### src/rtl/mips_mc_ctrl.sv
// Multi-cycle MIPS control unit: sequences IF/ID/EXE/MEM/WB over a req/ready
// memory port, halts on illegal instructions and keeps cycle/retire counters.
module mips_mc_ctrl #(
  parameter int PERF_W    = 32,
  parameter bit HAS_ADDIU = 1'b0
) (
  input  logic              clk,
  input  logic              rst,
  input  logic [31:0]       instruction,
  input  logic              zero,
  input  logic              mem_ready,
  output logic              mem_req,
  output logic              IorD,
  output logic              IRWr,
  output logic              PCWr,
  output logic [1:0]        nPC_sel,
  output logic              RegDst,
  output logic              RegWr,
  output logic [1:0]        ExtOp,
  output logic              ALUSrc,
  output logic [1:0]        ALUctr,
  output logic              MemWr,
  output logic              MemtoReg,
  output logic              retire,
  output logic              illegal,
  output logic [PERF_W-1:0] cycle_cnt,
  output logic [PERF_W-1:0] instr_cnt
);
  // state  | meaning
  // S_IF   | fetch over the memory port, load IR and PC+4 on ready
  // S_ID   | decode; J completes here, illegal ops halt
  // S_EXE  | ALU operation; BEQ resolves and completes here
  // S_MEM  | LW/SW data access, waits for ready
  // S_WB   | register-file write
  // S_HALT | illegal instruction seen, left only through reset
  typedef enum logic [2:0] {S_IF, S_ID, S_EXE, S_MEM, S_WB, S_HALT} state_t;

  state_t state, state_nxt;

  logic [5:0] opcode, funct;
  logic is_rtype, is_addu, is_subu, is_ori, is_lw, is_sw, is_beq, is_lui, is_j, is_addiu;
  logic legal;
  logic [1:0] d_ext, d_ctr;
  logic d_src, d_dst;
  logic unused_fields;

  assign opcode        = instruction[31:26];
  assign funct         = instruction[5:0];
  assign unused_fields = ^instruction[25:6];

  assign is_rtype = (opcode == 6'b000000);
  assign is_addu  = is_rtype && (funct == 6'b100001);
  assign is_subu  = is_rtype && (funct == 6'b100011);
  assign is_ori   = (opcode == 6'b001101);
  assign is_lw    = (opcode == 6'b100011);
  assign is_sw    = (opcode == 6'b101011);
  assign is_beq   = (opcode == 6'b000100);
  assign is_lui   = (opcode == 6'b001111);
  assign is_j     = (opcode == 6'b000010);
  assign is_addiu = HAS_ADDIU && (opcode == 6'b001001);
  assign legal    = is_addu | is_subu | is_ori | is_lw | is_sw | is_beq | is_lui | is_j | is_addiu;

  // Datapath controls that stay constant from EXE through WB.
  always_comb begin
    d_ctr = 2'b00;
    d_ext = 2'b00;
    if (is_subu || is_beq) d_ctr = 2'b01;
    if (is_ori || is_lui)  d_ctr = 2'b10;
    if (is_lui)            d_ext = 2'b10;
    if (is_addiu || is_lw || is_sw) d_ext = 2'b01;
    d_src = is_ori | is_lui | is_addiu | is_lw | is_sw;
    d_dst = is_addu | is_subu;
  end

  always_ff @(posedge clk or posedge rst) begin
    if (rst) state <= S_IF;
    else     state <= state_nxt;
  end

  always_comb begin
    state_nxt = state;
    case (state)
      S_IF:   if (mem_ready) state_nxt = S_ID;
      S_ID:   if (!legal)    state_nxt = S_HALT;
              else if (is_j) state_nxt = S_IF;
              else           state_nxt = S_EXE;
      S_EXE:  if (is_beq)              state_nxt = S_IF;
              else if (is_lw || is_sw) state_nxt = S_MEM;
              else                     state_nxt = S_WB;
      S_MEM:  if (mem_ready) state_nxt = is_sw ? S_IF : S_WB;
      S_WB:   state_nxt = S_IF;
      S_HALT: state_nxt = S_HALT;
      default: state_nxt = S_IF;
    endcase
  end

  // Gated by rst so that a mid-instruction reset drops every strobe at once.
  always_comb begin
    mem_req  = 1'b0;
    IorD     = 1'b0;
    IRWr     = 1'b0;
    PCWr     = 1'b0;
    nPC_sel  = 2'b00;
    RegDst   = 1'b0;
    RegWr    = 1'b0;
    ExtOp    = 2'b00;
    ALUSrc   = 1'b0;
    ALUctr   = 2'b00;
    MemWr    = 1'b0;
    MemtoReg = 1'b0;
    retire   = 1'b0;
    illegal  = 1'b0;
    if (!rst) begin
      if (state inside {S_EXE, S_MEM, S_WB}) begin
        ExtOp  = d_ext;
        ALUSrc = d_src;
        ALUctr = d_ctr;
        RegDst = d_dst;
      end
      case (state)
        S_IF: begin
          mem_req = 1'b1;
          if (mem_ready) begin
            IRWr = 1'b1;
            PCWr = 1'b1;
          end
        end
        S_ID: if (legal && is_j) begin
          PCWr    = 1'b1;
          nPC_sel = 2'b10;
          retire  = 1'b1;
        end
        S_EXE: if (is_beq) begin
          retire = 1'b1;
          if (zero) begin
            PCWr    = 1'b1;
            nPC_sel = 2'b01;
          end
        end
        S_MEM: begin
          mem_req = 1'b1;
          IorD    = 1'b1;
          MemWr   = is_sw;
          retire  = is_sw && mem_ready;
        end
        S_WB: begin
          RegWr    = 1'b1;
          MemtoReg = is_lw;
          retire   = 1'b1;
        end
        S_HALT: illegal = 1'b1;
        default: ;
      endcase
    end
  end

  always_ff @(posedge clk or posedge rst) begin
    if (rst) begin
      cycle_cnt <= '0;
      instr_cnt <= '0;
    end else begin
      if (state != S_HALT) cycle_cnt <= cycle_cnt + PERF_W'(1);
      if (retire)          instr_cnt <= instr_cnt + PERF_W'(1);
    end
  end

endmodule

### config.mk
export PLATFORM = sky130hd
export DESIGN_NAME = mips_mc_ctrl
export DESIGN_NICKNAME = d
export VERILOG_FILES = /design/src/rtl/mips_mc_ctrl.sv
export SDC_FILE = /design/constraint.sdc
export NUM_CORES = 1
export LEC_CHECK = 0
export BUFFER_PORTS_ARGS = -buffer_cell sky130_fd_sc_hd__clkbuf_2
export CORE_ASPECT_RATIO = 1.4
export CORE_MARGIN = 10
export CORE_UTILIZATION = 28
export CTS_BUF_LIST = sky130_fd_sc_hd__clkbuf_2
export DETAILED_ROUTE_END_ITERATION = 7
export GPL_ROUTABILITY_DRIVEN = 0
export PLACE_DENSITY = 0.62
export SLEW_MARGIN = 25
export SYNTH_ARGS = -nofsm -noshare
export SYNTH_HDL_FRONTEND = slang
export SYNTH_SLANG_ARGS = --single-unit
### constraint.sdc
create_clock -name clk -period 2.42 [get_ports clk]
set_input_delay 0.121 -clock clk [delete_from_list [all_inputs] [get_ports clk]]
set_output_delay 0.121 -clock clk [all_outputs]
set_load 0.05 [all_outputs]
==> results.yml, run 1 <==
synthesis:
  synth.area.top_cells: "dfrtp_1 47%, xor2_1 8.6%, xnor2_1 6.6%"
  async_flop_share_pct: 100
  synth_top_area_cell: "dfrtp_1"
  synth_area_sq_um: 3560
  synthDistinctLibCells: 43
  synth_most_common_cell: "dfrtp_1"
  avgSynthCellArea_sq_um: 10.1
  synth_top_area_share_pct: 47.1
  yosysSeqAreaShare_pct: 47.1
  synth_nets: 392
  ys_seq_elements: 67
  synth_edf_count: 0
  ys_warn_count: 0
  ys.flop_type: "dfrtp_1"
  synth_common_cells: "67 x dfrtp_1, 39 x nand2_1, 35 x xor2_1"
  syn_inst: 354
placed_design:
  portBuffers: 96
  hpwlAfterDp_mm: 7.19
cts:
  cts_made_buffers: 9
  clock-root-buffer: "clkbuf_2"
  clock-sinks: 67
  clk_latency_ps: 510
  clockBufferDepth: 2
  htreeDepth: 3
  path_clk_slew_ps: 180
  tritoncts: "done"
worst_setup_path:
  cp.arrival_ps: 2150
  regToRegStartpoint: "state[2]$_DFFE_PP0P_"
  crit_chain: "or3b_4 > nand2_1 > nand2_4 > nor3_4 > and3_1 > clkbuf_4"
  end_kind: "output pin"
  critical_path_class: "register to output pin"
  reg2regPathDepth: 8
  slowest_stage: "dfrtp_2"
  worst-path-buf-inv: 1
  required_ps: 2300
  crit_family: "simple AND/OR/NAND/NOR gates"
  startpoint_type: "register"
  reg2reg_to: "instr_cnt[11]$_DFFE_PP0P_"
  path_max_fanout: 6
  reg2reg_setup_slack_ps: 250
  cpPeakStageDelay_ps: 480
sta:
  drv_slew: 0
  grt_setup_unrepaired: "no"
  final-setup-viol-count: 0
  skew_ps: 23.7
  finalCritPeriodShare_pct: 94.0
  worst_slew_pin_slew_ps: 865
  timing.fmax_mhz: 440
  hold_viol: 0
  min_period_ps: 2270
  slew_headroom_pct: 42.3
  setup_tns_ps: 0
power:
  p_per_area_nw_per_um2: 406
  vdd_drop_max_mv: 0.190
  combPwrFrac_pct: 3.9
  leakagePower_nw: 2.22
  p_seq_share_pct: 61.6
  p_sw_mw: 0.434
  clkPwrFrac_pct: 34.5
  internal-power_mw: 1.38
  swShare_pct: 23.9
grt:
  grt_max_degree: 68
  antenna_found_initial: 1
  overflow: 0
  grt_pass1_wl_mm: 15.4
  track_usage_pct: 10.7
  grt_pass1_vias: 3013
drt:
  wire_per_inst_um: 15.0
  drtIter0Drc: 109
  dr.pass1.iters: 4
  antenna_left: 0
  wl_mm: 9.34
  via_per_inst: 4.80
  vias: 2991
  drc_errors: 0
cells_and_area:
  utilization_pct: 36.2
  seq_area_sq_um: 1680
  syn_to_final_growth_pct: 25.6
  fin_nets: 506
  multi_input_area_sq_um: 1870
  fillers: 1259
  final_layout_size_suffix_gt1_share_pct: 33.3
job:
  cap_violations: 0
floorplan:
  start_util_pct: 28.8
  rows: 48
  fp.dieH_um: 153
  dieArea_sq_um: 17700
  die_x_um: 115
  core_region_area_sq_um: 12400
  io-pin-count: 117
min_path:
  min_path_type: "input port to async pin"
status:
  outcome: "complete, no violations"
worst reg2reg max path, cell delays in order (launching register included):
cell and delay (ps):
dfrtp_1 460, buf_4 180, or2_2 350, o22ai_4 180, o31ai_4 130, buf_4 230, buf_4 190, nor3_1 220
xor2_1 170
metal layers:
metal	part of all wire, %	GRT usage, %	wire length (um)
met5	0	0	0
met3	6.0	3.37	559
met1	40	11.7	3770
met4	1.9	5.14	180
met2	52	17.9	4830
state kept, by name (all words and copies together), names as in the netlist:
signal,count
cycle_cnt,32
instr_cnt,32
state,3
kinds of logic (layout without fill, tap and decap cells):
family | count (synthesis) | count (layout) | share of synthesized area (%)
compound gates | 15 | 15 | 3.55
xor+xnor | 62 | 62 | 15.2
fa+ha+maj | 2 | 2 | 0.702
buf+inv | 17 | 135 | 2.14
flops | 67 | 67 | 47.1
mux | 1 | 1 | 0.316
other cells | 0 | 1 | 0
simple gates | 190 | 190 | 31.0
what timing repair did:
action,CTS,global route
setup buffers,1,1
pin swaps,1,0
endpoints found under the setup margin,3,3
hold buffers,2,0
endpoints found under the hold margin,3,0
gates resized for setup,4,3
through the flow:
step,cell area [sq um],hold slack [ps],std cells,total power [mW],worst slack (ps)
after floorplan,3600,321,354,1.18,-171
after global placement,4320,458,603,1.21,174
after detailed placement,4320,458,603,1.21,131
after CTS,4460,23.4,621,1.85,5.13
after global routing,4480,91.9,623,1.90,4.94
final,4480,32.9,623,1.82,146
worst max path at each step:
stage | start | endpoint | slack, ps | depth (start not counted)
finish | state[1]$_DFFE_PP0P_ | ExtOp[1] | 150 | 6
global placement | state[2]$_DFFE_PP0P_ | instr_cnt[11]$_DFFE_PP0P_ | 170 | 6
CTS | state[0]$_DFFE_PP0P_ | ExtOp[1] | 5 | 6
floorplan | rst | ExtOp[1] | -170 | 5
global route | state[0]$_DFFE_PP0P_ | retire | 5 | 6
detailed placement | state[2]$_DFFE_PP0P_ | instr_cnt[11]$_DFFE_PP0P_ | 130 | 6
cell type report:
class	instances	share of cell area [%]
sequential	67	37.5
clock inverter	3	0.895
tap	150	4.19
antenna	1	0.0559
clock buffer	12	1.34
timing repair buffer	111	13.5
multi-input combinational	270	41.7
inverter	9	0.839
placed cells by master (no fill, tap or decap), types with 3 or more instances in the layout:
cell type / count
nand2b_1: 6
or2_2: 3
nand4_1: 14
nor3_2: 11
nand3_1: 23
nor3b_1: 4
nor2b_1: 4
o21ai_0: 3
nor4_1: 7
inv_1: 8
clkbuf_2: 106
dfrtp_1: 65
nand3b_1: 6
and3_1: 7
nor4_2: 3
nor3_1: 15
and4_1: 4
xnor2_1: 27
xor2_1: 35
buf_4: 13
nand2_1: 38
nor2_1: 28
power by group through the flow:
| stage | Combinational [mW] | Clock, mW | Sequential (mW) |
|---|---|---|---|
| finish | 0.0701 | 0.628 | 1.12 |
| global route | 0.0798 | 0.699 | 1.12 |
| CTS | 0.0720 | 0.660 | 1.12 |
| detailed placement | 0.0689 | 0 | 1.14 |
| global placement | 0.0668 | 0 | 1.14 |
| floorplan | 0.0380 | 0 | 1.14 |
No activity file was read; power rests on OpenSTA's default activity.
==> inputs of run 2 (changes only) <==
==> constraint.sdc (replaced) <==
create_clock -name clk -period 2.42 [get_ports clk]
set_input_delay 0.484 -clock clk [delete_from_list [all_inputs] [get_ports clk]]
set_output_delay 0.484 -clock clk [all_outputs]
set_load 0.05 [all_outputs]
==> run 2 against run 1 <==
Net effect:
- largest cell class unchanged
- flip-flop and latch count is the same
- largest power group unchanged
- count of clock-buffer cells in the layout shrank 3
- the flow now finishes with violations (negative setup slack)
- global-route usage grew 0.62 points
- worst setup slack lost 250 ps
- register-to-register slack gained 50 ps
- fmax shrank 9.7%
- clock power grew 38%
==> results.yml, run 2 (synthesis gave the netlist of run 1 again) <==
status:
  outcome: "finished, violations left"
  violations: "negative setup slack"
min_path:
  hp-start: "mem_ready"
  min_path_type: "input port to register"
  min_to: "state[1]$_DFFE_PP0P_"
  holdPathStages: 4
sta:
  drv_slew: 0
  whs_ps: 411
  slew_headroom_pct: 40.9
  skew_ps: 29.7
  grt_setup_unrepaired: "yes"
  hold_viol: 0
  min_period_ps: 2520
  final-setup-viol-count: 6
  setup_slack_ps: -99.6
  worst_slew_pin_slew_ps: 886
  timing.fmax_mhz: 397
  setup_tns_ps: -330
  finalCritPeriodShare_pct: 104
placed_design:
  hpwlAfterDp_mm: 7.42
  dpl.cell_count: 609
  place_area_sq_um: 4450
  dp_slack_ps: -91.4
  portBuffers: 96
cells_and_area:
  final_layout_size_suffix_gt1_share_pct: 36.8
  syn_to_final_growth_pct: 36.4
  final_common_cell: "clkbuf_2"
  reg.largest.list: "cycle_cnt: 32 flops, instr_cnt: 32 flops, state: 3 flops"
  fin_area_sq_um: 4860
  utilization_pct: 39.3
  fin_nets: 514
  final_cell_mix: "89 x clkbuf_2, 67 x dfrtp_1, 37 x nand2_1"
  instances_no_fill: 632
grt:
  use_met1_pct: 12.7
  busiest_layer: "met2"
  track_usage_pct: 11.3
  overflow: 0
  gr-usage-met2_pct: 19.0
  antenna_found_initial: 1
  use_met3_pct: 3.64
  grt_max_degree: 68
  grt_pass1_vias: 3160
  grt_pass1_wl_mm: 16.3
floorplan:
  die_x_um: 115
  start_util_pct: 28.8
  dieArea_sq_um: 17700
  rows: 48
  fp.dieH_um: 153
  io-pin-count: 117
  core_region_area_sq_um: 12400
worst_setup_path:
  regToRegStartpoint: "state[0]$_DFFE_PP0P_"
  startpoint_type: "register"
  reg2reg_to: "instr_cnt[31]$_DFFE_PP0P_"
  reg2regPathDepth: 8
  required_ps: 1940
  critical_path_class: "register to output pin"
  path_max_fanout: 3
  reg2reg_setup_slack_ps: 300
  cp.arrival_ps: 2040
  end_kind: "output pin"
power:
  swShare_pct: 23.2
  leakagePower_nw: 2.36
  vdd_drop_max_mv: 0.208
  p_per_area_nw_per_um2: 425
  clkPwrFrac_pct: 42.0
  combPwrFrac_pct: 3.7
  internal-power_mw: 1.59
  design_power_total_mw: 2.07
  p_sw_mw: 0.479
  p_seq_share_pct: 54.2
drt:
  wire_per_inst_um: 15.3
  via_per_inst: 4.79
  drc_errors: 0
  antenna_left: 0
  dr.pass1.iters: 5
  wl_mm: 9.67
  vias: 3026
  drtIter0Drc: 123
cts:
  path_clk_slew_ps: 200
  clockBufferDepth: 2
  tritoncts: "done"
  clk_latency_ps: 510
  hold_buffers: 0
  clock-sinks: 67
  clock-root-buffer: "clkbuf_2"
  cts_made_buffers: 9
  htreeDepth: 3
job:
  cap_violations: 0
## run 2: cell count changes in the layout (fill, tap and decap cells not counted), moves of 3 or more
cell,change
nor2_1,-3
buf_8,+4
buf_4,+9
buf_12,+5
clkbuf_2,-17
## run 2: power groups by stage
stage | combinational [mW] | clock (mW) | sequential (mW)
after floorplan | 0.0419 | 0 | 1.14
after global placement | 0.0736 | 0 | 1.14
after detailed placement | 0.0754 | 0 | 1.14
after CTS | 0.0764 | 0.908 | 1.12
after global routing | 0.0866 | 0.957 | 1.12
final | 0.0772 | 0.869 | 1.12
## run 2: worst max-delay path by stage
stage	startpoint	to	slack (ps)	cells past startpoint
after global routing	state[0]$_DFFE_PP0P_	retire	-270	6
after CTS	state[0]$_DFFE_PP0P_	ExtOp[1]	-210	6
after global placement	instruction[26]	PCWr	-70	7
final	state[0]$_DFFE_PP0P_	retire	-100	6
after floorplan	rst	ALUSrc	-530	5
after detailed placement	instruction[26]	PCWr	-90	7
## run 2: cell type report
type,count,area [sq um]
Timing Repair Buffer,119,838
Sequential cell,67,1680
Fill cell,1236,7510
Clock buffer,9,45.0
Inverter,9,37.5
Multi-Input combinational cell,270,1960
Tap cell,150,188
Antenna cell,1,2.50
Clock inverter,7,116
## run 2: what timing repair did
action,4_1_cts,5_1_grt
cloned,0,0
gates resized for setup,29,21
setup buffers,2,4
setup endpoints to repair,15,15
pin swaps,4,2
## run 2: worst max-delay path, stage by stage, from the launching register on
cell,delay [ps]
dfrtp_1,420
or3b_4,420
buf_4,160
o22ai_4,180
o31ai_4,120
inv_2,100
buf_12,130
## run 2: metal layers
layer | up-vias | part of all wire, %
met3 | 9 | 6.4
li1 | 1486 | -
met4 | 0 | 1.4
met2 | 72 | 52
met5 | - | 0
met1 | 1459 | 41
